$ cat config.mk
export PLATFORM = sky130hd
export DESIGN_NAME = stim_gen
export DESIGN_NICKNAME = d
export VERILOG_FILES = /design/src/rtl/stim_gen_pkg.sv /design/src/rtl/stim_gen_lfsr64.sv /design/src/rtl/stim_gen.sv
export SDC_FILE = /design/constraint.sdc
export NUM_CORES = 1
export LEC_CHECK = 0
export ABC_AREA = 1
export CORE_UTILIZATION = 55
export DETAILED_ROUTE_END_ITERATION = 12
export PLACE_DENSITY = 0.85
export SLEW_MARGIN = 20
export SYNTH_ARGS = -nofsm -noshare
export SYNTH_HDL_FRONTEND = slang
export SYNTH_SLANG_ARGS = --single-unit
$ cat constraint.sdc
create_clock -name clk -period 5.75 [get_ports clk]
set_input_delay 1.4375 -clock clk [delete_from_list [all_inputs] [get_ports clk]]
set_output_delay 1.4375 -clock clk [all_outputs]
set_load 0.1 [all_outputs]
$ cat src/rtl/stim_gen_pkg.sv
// stim_pkg: run-state encoding, LFSR taps and per-operand seed derivation
package stim_pkg;
  typedef enum logic [1:0] {IDLE, RUN, DRAIN, DONE} state_e;
  localparam logic [63:0] LFSR_TAPS = 64'hD800_0000_0000_0000;
  function automatic logic [63:0] seed_for(input logic [1:0] k, input logic [63:0] seed);
    logic [63:0] r;
    r = (seed << (16 * k)) | (seed >> (64 - 16 * k));
    return r == '0 ? 64'h1 : r;
  endfunction
endpackage

$ cat src/rtl/stim_gen_lfsr64.sv
// lfsr64: 64-bit Galois LFSR with load priority over step
module lfsr64 import stim_pkg::*; (
  input  logic        clk,
  input  logic        rst,
  input  logic        load,
  input  logic [63:0] seed,
  input  logic        step,
  output logic [63:0] q
);
  logic [63:0] q_q, q_d;
  always_comb q_d = load ? seed : step ? (q_q >> 1) ^ (q_q[0] ? LFSR_TAPS : '0) : q_q;
  always_ff @(posedge clk or negedge rst)
    if (!rst) q_q <= '0;
    else q_q <= q_d;
  assign q = q_q;
endmodule

$ cat src/rtl/stim_gen.sv
// stim_gen: seeded four-operand vector source with a latency-aligned check strobe
module stim_gen import stim_pkg::*; #(
  parameter int unsigned DATAWIDTH   = 64,
  parameter int unsigned LATENCY     = 2,
  parameter logic [31:0] NUM_VECTORS = 32'd1024,
  parameter logic [63:0] SEED        = 64'h1
) (
  input  logic                 clk,
  input  logic                 rst,
  input  logic                 start,
  output logic [DATAWIDTH-1:0] a,
  output logic [DATAWIDTH-1:0] b,
  output logic [DATAWIDTH-1:0] c,
  output logic [DATAWIDTH-1:0] d,
  output logic                 check_valid,
  output logic                 busy,
  output logic                 done,
  output logic [31:0]          vec_count
);
  state_e state_q, state_d;
  logic [31:0] vec_q, vec_d;
  logic [3:0] drain_q, drain_d;
  logic [LATENCY-1:0] dl_q, dl_d;
  logic busy_q, done_q;
  logic [63:0] lfsr_q [4];
  logic load, issue;
  assign issue = state_q == RUN;
  assign load = start && (state_q == IDLE || state_q == DONE);
  for (genvar i = 0; i < 4; i++) begin : g_lfsr
    lfsr64 u_lfsr (
      .clk  (clk),
      .rst  (rst),
      .load (load),
      .seed (seed_for(2'(i), SEED)),
      .step (issue),
      .q    (lfsr_q[i])
    );
  end
  always_comb begin
    state_d = state_q;
    vec_d = vec_q;
    drain_d = drain_q;
    dl_d = LATENCY'({dl_q, issue});
    unique case (state_q)
      IDLE, DONE: if (start) begin
        state_d = RUN;
        vec_d = '0;
      end
      RUN: begin
        vec_d = vec_q == '1 ? vec_q : vec_q + 32'd1;
        if (vec_q == NUM_VECTORS - 32'd1) begin
          state_d = DRAIN;
          drain_d = 4'(LATENCY - 1);
        end
      end
      DRAIN: if (drain_q == '0) state_d = DONE;
        else drain_d = drain_q - 4'd1;
    endcase
  end
  always_ff @(posedge clk or negedge rst)
    if (!rst) begin
      state_q <= IDLE;
      vec_q <= '0;
      drain_q <= '0;
      dl_q <= '0;
      busy_q <= 1'b0;
      done_q <= 1'b0;
    end else begin
      state_q <= state_d;
      vec_q <= vec_d;
      drain_q <= drain_d;
      dl_q <= dl_d;
      busy_q <= state_d == RUN || state_d == DRAIN;
      done_q <= state_d == DONE;
    end
  // Operands are forced to zero outside RUN so idle buses never look like stimulus.
  assign a = issue ? lfsr_q[0][DATAWIDTH-1:0] : '0;
  assign b = issue ? lfsr_q[1][DATAWIDTH-1:0] : '0;
  assign c = issue ? lfsr_q[2][DATAWIDTH-1:0] : '0;
  assign d = issue ? lfsr_q[3][DATAWIDTH-1:0] : '0;
  assign check_valid = dl_q[LATENCY-1];
  assign busy = busy_q;
  assign done = done_q;
  assign vec_count = vec_q;
endmodule

==> reports/metrics.cfg, run 1 <==
[place]
portBuffers=293
placed_area_um2=16900
routabilityCongestion=0.901
dp.final_hpwl_mm=24.2

[logic_synthesis]
ys_top_cells_by_count=nand2_1 (629), inv_1 (305), dfrtp_1 (298)
synth_edf_count=0
synth_top_area_share_pct=53.7
synth_most_common_cell=nand2_1
yosysSeqAreaShare_pct=53.7
async_flop_share_pct=100
synth.cell_area_um2=13900
syn_area_per_cell_um2=7.74
synth_cells=1795
synth-seq-cells=298
ys_types=29
syn_nets=1804
synth_ff_type=dfrtp_1
yosys_warnings=0
yosys.area.top_type=dfrtp_1
yosys-top-cells-area=dfrtp_1 (54%), nand2_1 (17%), a21oi_1 (8.7%), inv_1 (8.2%), buf_2 (2.2%)

[routing]
routed_via_density=5.27
via_count=12500
m1WireLength_mm=15.2
wl_met3_mm=2.96
first_pass_iters=7
drtIter0Drc=1054
drt_wl_total_mm=36.6
top_layer_used=met4
dr_wl_met2_mm=17.4
drc=0
wire_per_inst_um=15.4
ant_nets=0

[clocking]
htree_num_levels=1
post-cts-setup-buffers=0
clock_sinks=298
cts_root_buf=clkbuf_16
cts_buffer_depth=3
cts_hold_buf=0
cts_resized=0
numCtsBuffers=30
path_clk_slew_ns=0.06
cts_tree=done
clk_latency_ns=0.56

[global_routing]
grt_overflow_total=0
grt_max_degree=160
antenna_found_initial=0
grt_pass1_wl_mm=59.1
grt_pass1_vias=12000
grt_usage_pct=28.0

[cells_and_area]
num_antenna_cells=0
drive_gt1_share_pct=4.09
fin_nets=2044
fin_area_um2=17900
syn_to_final_growth_pct=28.7
num-fill-cells=1850

[min_path]
hold_class=flip-flop to flip-flop
hold_start=dl_q[0]

[sta]
max_freq_mhz=194
finalMaxSlewViolations=0
setup-violations-final=0
period_minus_slack_ns=5.16
hold_viol=0
grt_setup_unrepaired=no
finalCritPeriodShare_pct=89.8
setup_tns_ns=0
skew_ns=0.0161
worst_pin_slew_ns=1.12
slew_headroom_pct=25.4

[power_and_ir_drop]
p_leak_uw=0.00979
power.density_nw_per_um2=418
ir_drop_v=0.000439

[floorplanning]
die_h_um=161
boundaryPins=294
start_util_pct=56.7
core_area_um2=24500
die_area_um2=25900
dieWidth_um=161
row_count=57

[worst_setup_path]
critical_path_arrival_ns=3.72
worstReg2RegStart=state_q[1]
cp.required_ns=4.31
critPathCaptureType=output port
crit_start=state_q[1]
worst-setup-path-type=flip-flop to output port
worst-path-max-fanout=84
start_kind=flip-flop

[run]
maxCapViolCount=0

[run_status]
status=complete, no violations

-- routing by layer --
layer	vias up	GRT usage [%]
li1	5912	-
met1	6078	37.0
met2	471	45.4
met3	74	6.92
met4	0	9.35
met5	-	0
-- worst paths after layout --
check	endpoint	slack, ns	cells past startpoint
worst min-delay path	dl_q[1]	0.36	0
min in group asynchronous	g_lfsr[0].u_lfsr.q[33]	0.88	1
worst max-delay path	a[23]	0.59	6
worst max register to register	drain_q[1]	2.32	8
max in group asynchronous	g_lfsr[1].u_lfsr.q[16]	3.63	2
worst min register to register	dl_q[1]	0.36	0
-- where the power goes --
group          total, uW  leakage (uW)  internal [uW]  switching (uW)
Sequential          2500       0.00412           2320             180
Combinational       3100       0.00521            619            2480
Clock               1870      0.000465           1060             802
-- metrics by stage --
stage               worst slack [ns]  hold slack (ns)  cells  total power (uW)  utilization [%]
floorplan                       2.30            0.331   1795              4940                -
global placement                1.29            0.337   2327              5570             69.1
detailed placement              1.20            0.345   2327              5610             69.1
CTS                            0.596            0.363   2378              7490             72.9
global route                   0.452            0.374   2378              7780             72.9
finish                         0.589            0.363   2378              7470             72.9
-- cells in the final DEF (no fill, tap or decap), types with 2 or more instances in the layout --
| cell type | instances |
|---|---|
| nand2_4 | 2 |
| nor2_1 | 66 |
| nor2_4 | 4 |
| nand2_1 | 629 |
| o21ai_1 | 7 |
| buf_12 | 4 |
| nor2_2 | 10 |
| buf_4 | 8 |
| a21oi_1 | 242 |
| clkbuf_16 | 30 |
| dfrtp_1 | 298 |
| clkbuf_1 | 6 |
| nor3_1 | 6 |
| ha_1 | 5 |
| clkdlybuf4s50_1 | 292 |
| xor2_1 | 7 |
| inv_1 | 304 |
| nand3_1 | 58 |
| xnor2_1 | 15 |
| nand4_1 | 16 |
| clkinv_2 | 6 |
| nand2_2 | 4 |
| clkbuf_8 | 5 |
| o21ai_0 | 17 |
| clkinv_4 | 2 |
-- state kept, by name (all words and copies together), names as in the netlist --
| name | count |
|---|---|
| busy | 1 |
| dl_q | 2 |
| done | 1 |
| drain_q | 4 |
| g_lfsr.u_lfsr.q | 256 |
| state_q | 2 |
| vec_count | 32 |
-- cell type report --
cell class | count | area (um^2) | share of cell area [%]
clock buffer | 41 | 842 | 4.71
clock inverter | 10 | 93.8 | 0.525
inverter | 307 | 1160 | 6.51
multi-input combinational | 1093 | 4840 | 27.1
sequential | 298 | 7460 | 41.7
tap | 324 | 405 | 2.27
timing repair buffer | 305 | 3080 | 17.2
-- worst max-delay path: stages (launching register included) --
cell and delay [ns]:
dfrtp_1 0.40, inv_1 0.13, ha_4 0.81, buf_4 0.41
nand2_1 0.12, inv_1 0.09, clkdlybuf4s50_1 1.16
-- kinds of logic after synthesis --
kind of cell,after synthesis,share of synthesized area [%]
xor gates and xnor gates,22,1.39
and+or+nand+nor,797,23.1
adders and majority gates,6,0.540
buffers and inverters,404,11.6
DFF,298,53.7
AOI/OAI and AO/OA,268,9.70
(Power assumes the default switching activity.)
==> run 2: changes to the inputs <==
==> constraint.sdc (replaced) <==
create_clock -name clk -period 5.75 [get_ports clk]
set_input_delay 1.15 -clock clk [delete_from_list [all_inputs] [get_ports clk]]
set_output_delay 1.15 -clock clk [all_outputs]
set_load 0.1 [all_outputs]
==> run 2 against run 1 <==
Compared with the run above: global-route usage is 0.26 points lower; first-iteration DRC count grew 3.1%; largest power group unchanged; sequential power barely moved; fmax up 7.7%; worst hold slack got worse by 0.00088 ns; critical endpoint is now a[11]; cell area is 0.13% higher.
==> reports/metrics.cfg, run 2 (same netlist as run 1, synthesis figures left out) <==
[clocking]
post-cts-setup-buffers=0
cts_resized=0
cts_hold_buf=0
cts_tree=done
cts_root_buf=clkbuf_16
clock_sinks=298
clk_latency_ns=0.56
cts_buffer_depth=3
htree_num_levels=1
path_clk_slew_ns=0.06
numCtsBuffers=31

[floorplanning]
dieWidth_um=161
core_area_um2=24500
row_count=57
start_util_pct=56.7
boundaryPins=294
die_area_um2=25900
die_h_um=161

[sta]
period_minus_slack_ns=4.79
hold_viol=0
finalCritPeriodShare_pct=83.3
max_freq_mhz=209
slew_headroom_pct=25.9
setup_tns_ns=0
setup-violations-final=0
worst_pin_slew_ns=1.11
skew_ns=0.0173
grt_setup_unrepaired=no
finalMaxSlewViolations=0

[cells_and_area]
num-fill-cells=1781
syn_to_final_growth_pct=28.8
drive_gt1_share_pct=4.04
layout_common_cells=nand2_1 (629), inv_1 (304), dfrtp_1 (298), clkdlybuf4s50_1 (292), a21oi_1 (242)
multi_input_area_um2=4840
fin_nets=2042
regArea_um2=7460
final_common_cell=nand2_1
num_antenna_cells=0
final_cells=2377
largest_reg_flops=256

[worst_setup_path]
worst-path-max-fanout=60
max_stage_delay_ns=1.13
critPathCaptureType=output port
cp_top_family=buffers and inverters
worst-setup-path-type=flip-flop to output port
crit_slowest_cell=clkdlybuf4s50_1
crit_buf_inv=4
critical_path_arrival_ns=3.64
cpMostUsedCell=inv_1
cp.required_ns=4.60
start_kind=flip-flop
path_cells=inv_1, ha_4, buf_4, nand2_1, inv_1, clkdlybuf4s50_1

[routing]
first_pass_iters=6
routed_via_density=5.25
ant_nets=0
wire_per_inst_um=15.3
via_count=12500
drtIter0Drc=1087
drc=0
drt_wl_total_mm=36.4

[place]
routabilityCongestion=0.906
portBuffers=293
dp.final_hpwl_mm=24.1
dp.cells=2324

[power_and_ir_drop]
switching_share_pct=46.1
internal_power_uw=4060
p_seq_share_pct=33.2
ir_drop_v=0.000402
power.density_nw_per_um2=421
p_leak_uw=0.00980
combPwrFrac_pct=41.0
p_sw_uw=3470
clockPowerShare_pct=25.8

[global_routing]
grt_pass1_wl_mm=58.8
grt_max_degree=182
antenna_found_initial=0
grt_pass1_vias=12000
grt_usage_pct=27.8
grt_overflow_total=0

[run_status]
status=complete, no violations

[run]
maxCapViolCount=0

[min_path]
hold_class=flip-flop to flip-flop

run 2: changes by cell type in the layout (fill, tap and decap cells not counted):
| cell | previous run | this run |
|---|---|---|
| clkinvlp_4 | 0 | 1 |
| buf_4 | 8 | 5 |
| inv_6 | 1 | 2 |
| bufinv_16 | 1 | 2 |
| clkinv_8 | 1 | 0 |
| clkinv_4 | 2 | 1 |
| clkbuf_16 | 30 | 31 |
run 2: path summary, 6_finish.rpt:
kind,start,to,slack [ns],cells after the start
worst min-delay path,dl_q[0],dl_q[1],0.36,0
worst max register to register,state_q[1],g_lfsr[3].u_lfsr.q[8],2.62,7
worst max-delay path,state_q[1],a[11],0.96,6
min in group asynchronous,rst,g_lfsr[0].u_lfsr.q[25],0.65,1
worst min register to register,dl_q[0],dl_q[1],0.36,0
max in group asynchronous,rst,g_lfsr[3].u_lfsr.q[9],3.80,2
run 2: worst reg2reg max path: stages, from the launching register on:
cell,delay (ns)
dfrtp_1,0.38
inv_1,0.10
ha_4,0.36
buf_12,0.29
inv_8,0.63
buf_4,0.85
nand2_1,0.21
a21oi_1,0.22
run 2: final cells by class:
class                           count  area share, %
Clock buffer                       42           4.84
Multi-Input combinational cell   1093           27.0
Tap cell                          324           2.26
Inverter                          307           6.51
Sequential cell                   298           41.6
Clock inverter                     11          0.643
Timing Repair Buffer              302           17.1
run 2: metrics by stage:
step | utilization (%) | instance area (um^2) | hold WS, ns | setup WS (ns) | power, uW
floorplan | - | 13900 | 0.331 | 2.59 | 4940
global placement | 69.0 | 16900 | 0.333 | 1.64 | 5560
detailed placement | 69.0 | 16900 | 0.347 | 1.54 | 5600
CTS | 73.0 | 17900 | 0.361 | 0.941 | 7570
global route | 73.0 | 17900 | 0.365 | 0.816 | 7860
finish | 73.0 | 17900 | 0.362 | 0.958 | 7540
run 2: power by group through the flow:
| stage | clock [uW] | sequential (uW) | combinational [uW] |
|---|---|---|---|
| after detailed placement | 0 | 2530 | 3070 |
| after floorplan | 0 | 2820 | 2120 |
| after global placement | 0 | 2530 | 3030 |
| final | 1950 | 2500 | 3090 |
| after global routing | 2060 | 2530 | 3260 |
| after CTS | 1980 | 2500 | 3080 |
run 2: layer usage:
metal / global-route usage, % / share of wire (%)
met5: 0 / 0
met4: 10.5 / 3.3
met3: 8.16 / 8.9
met2: 44.5 / 47
met1: 35.7 / 40
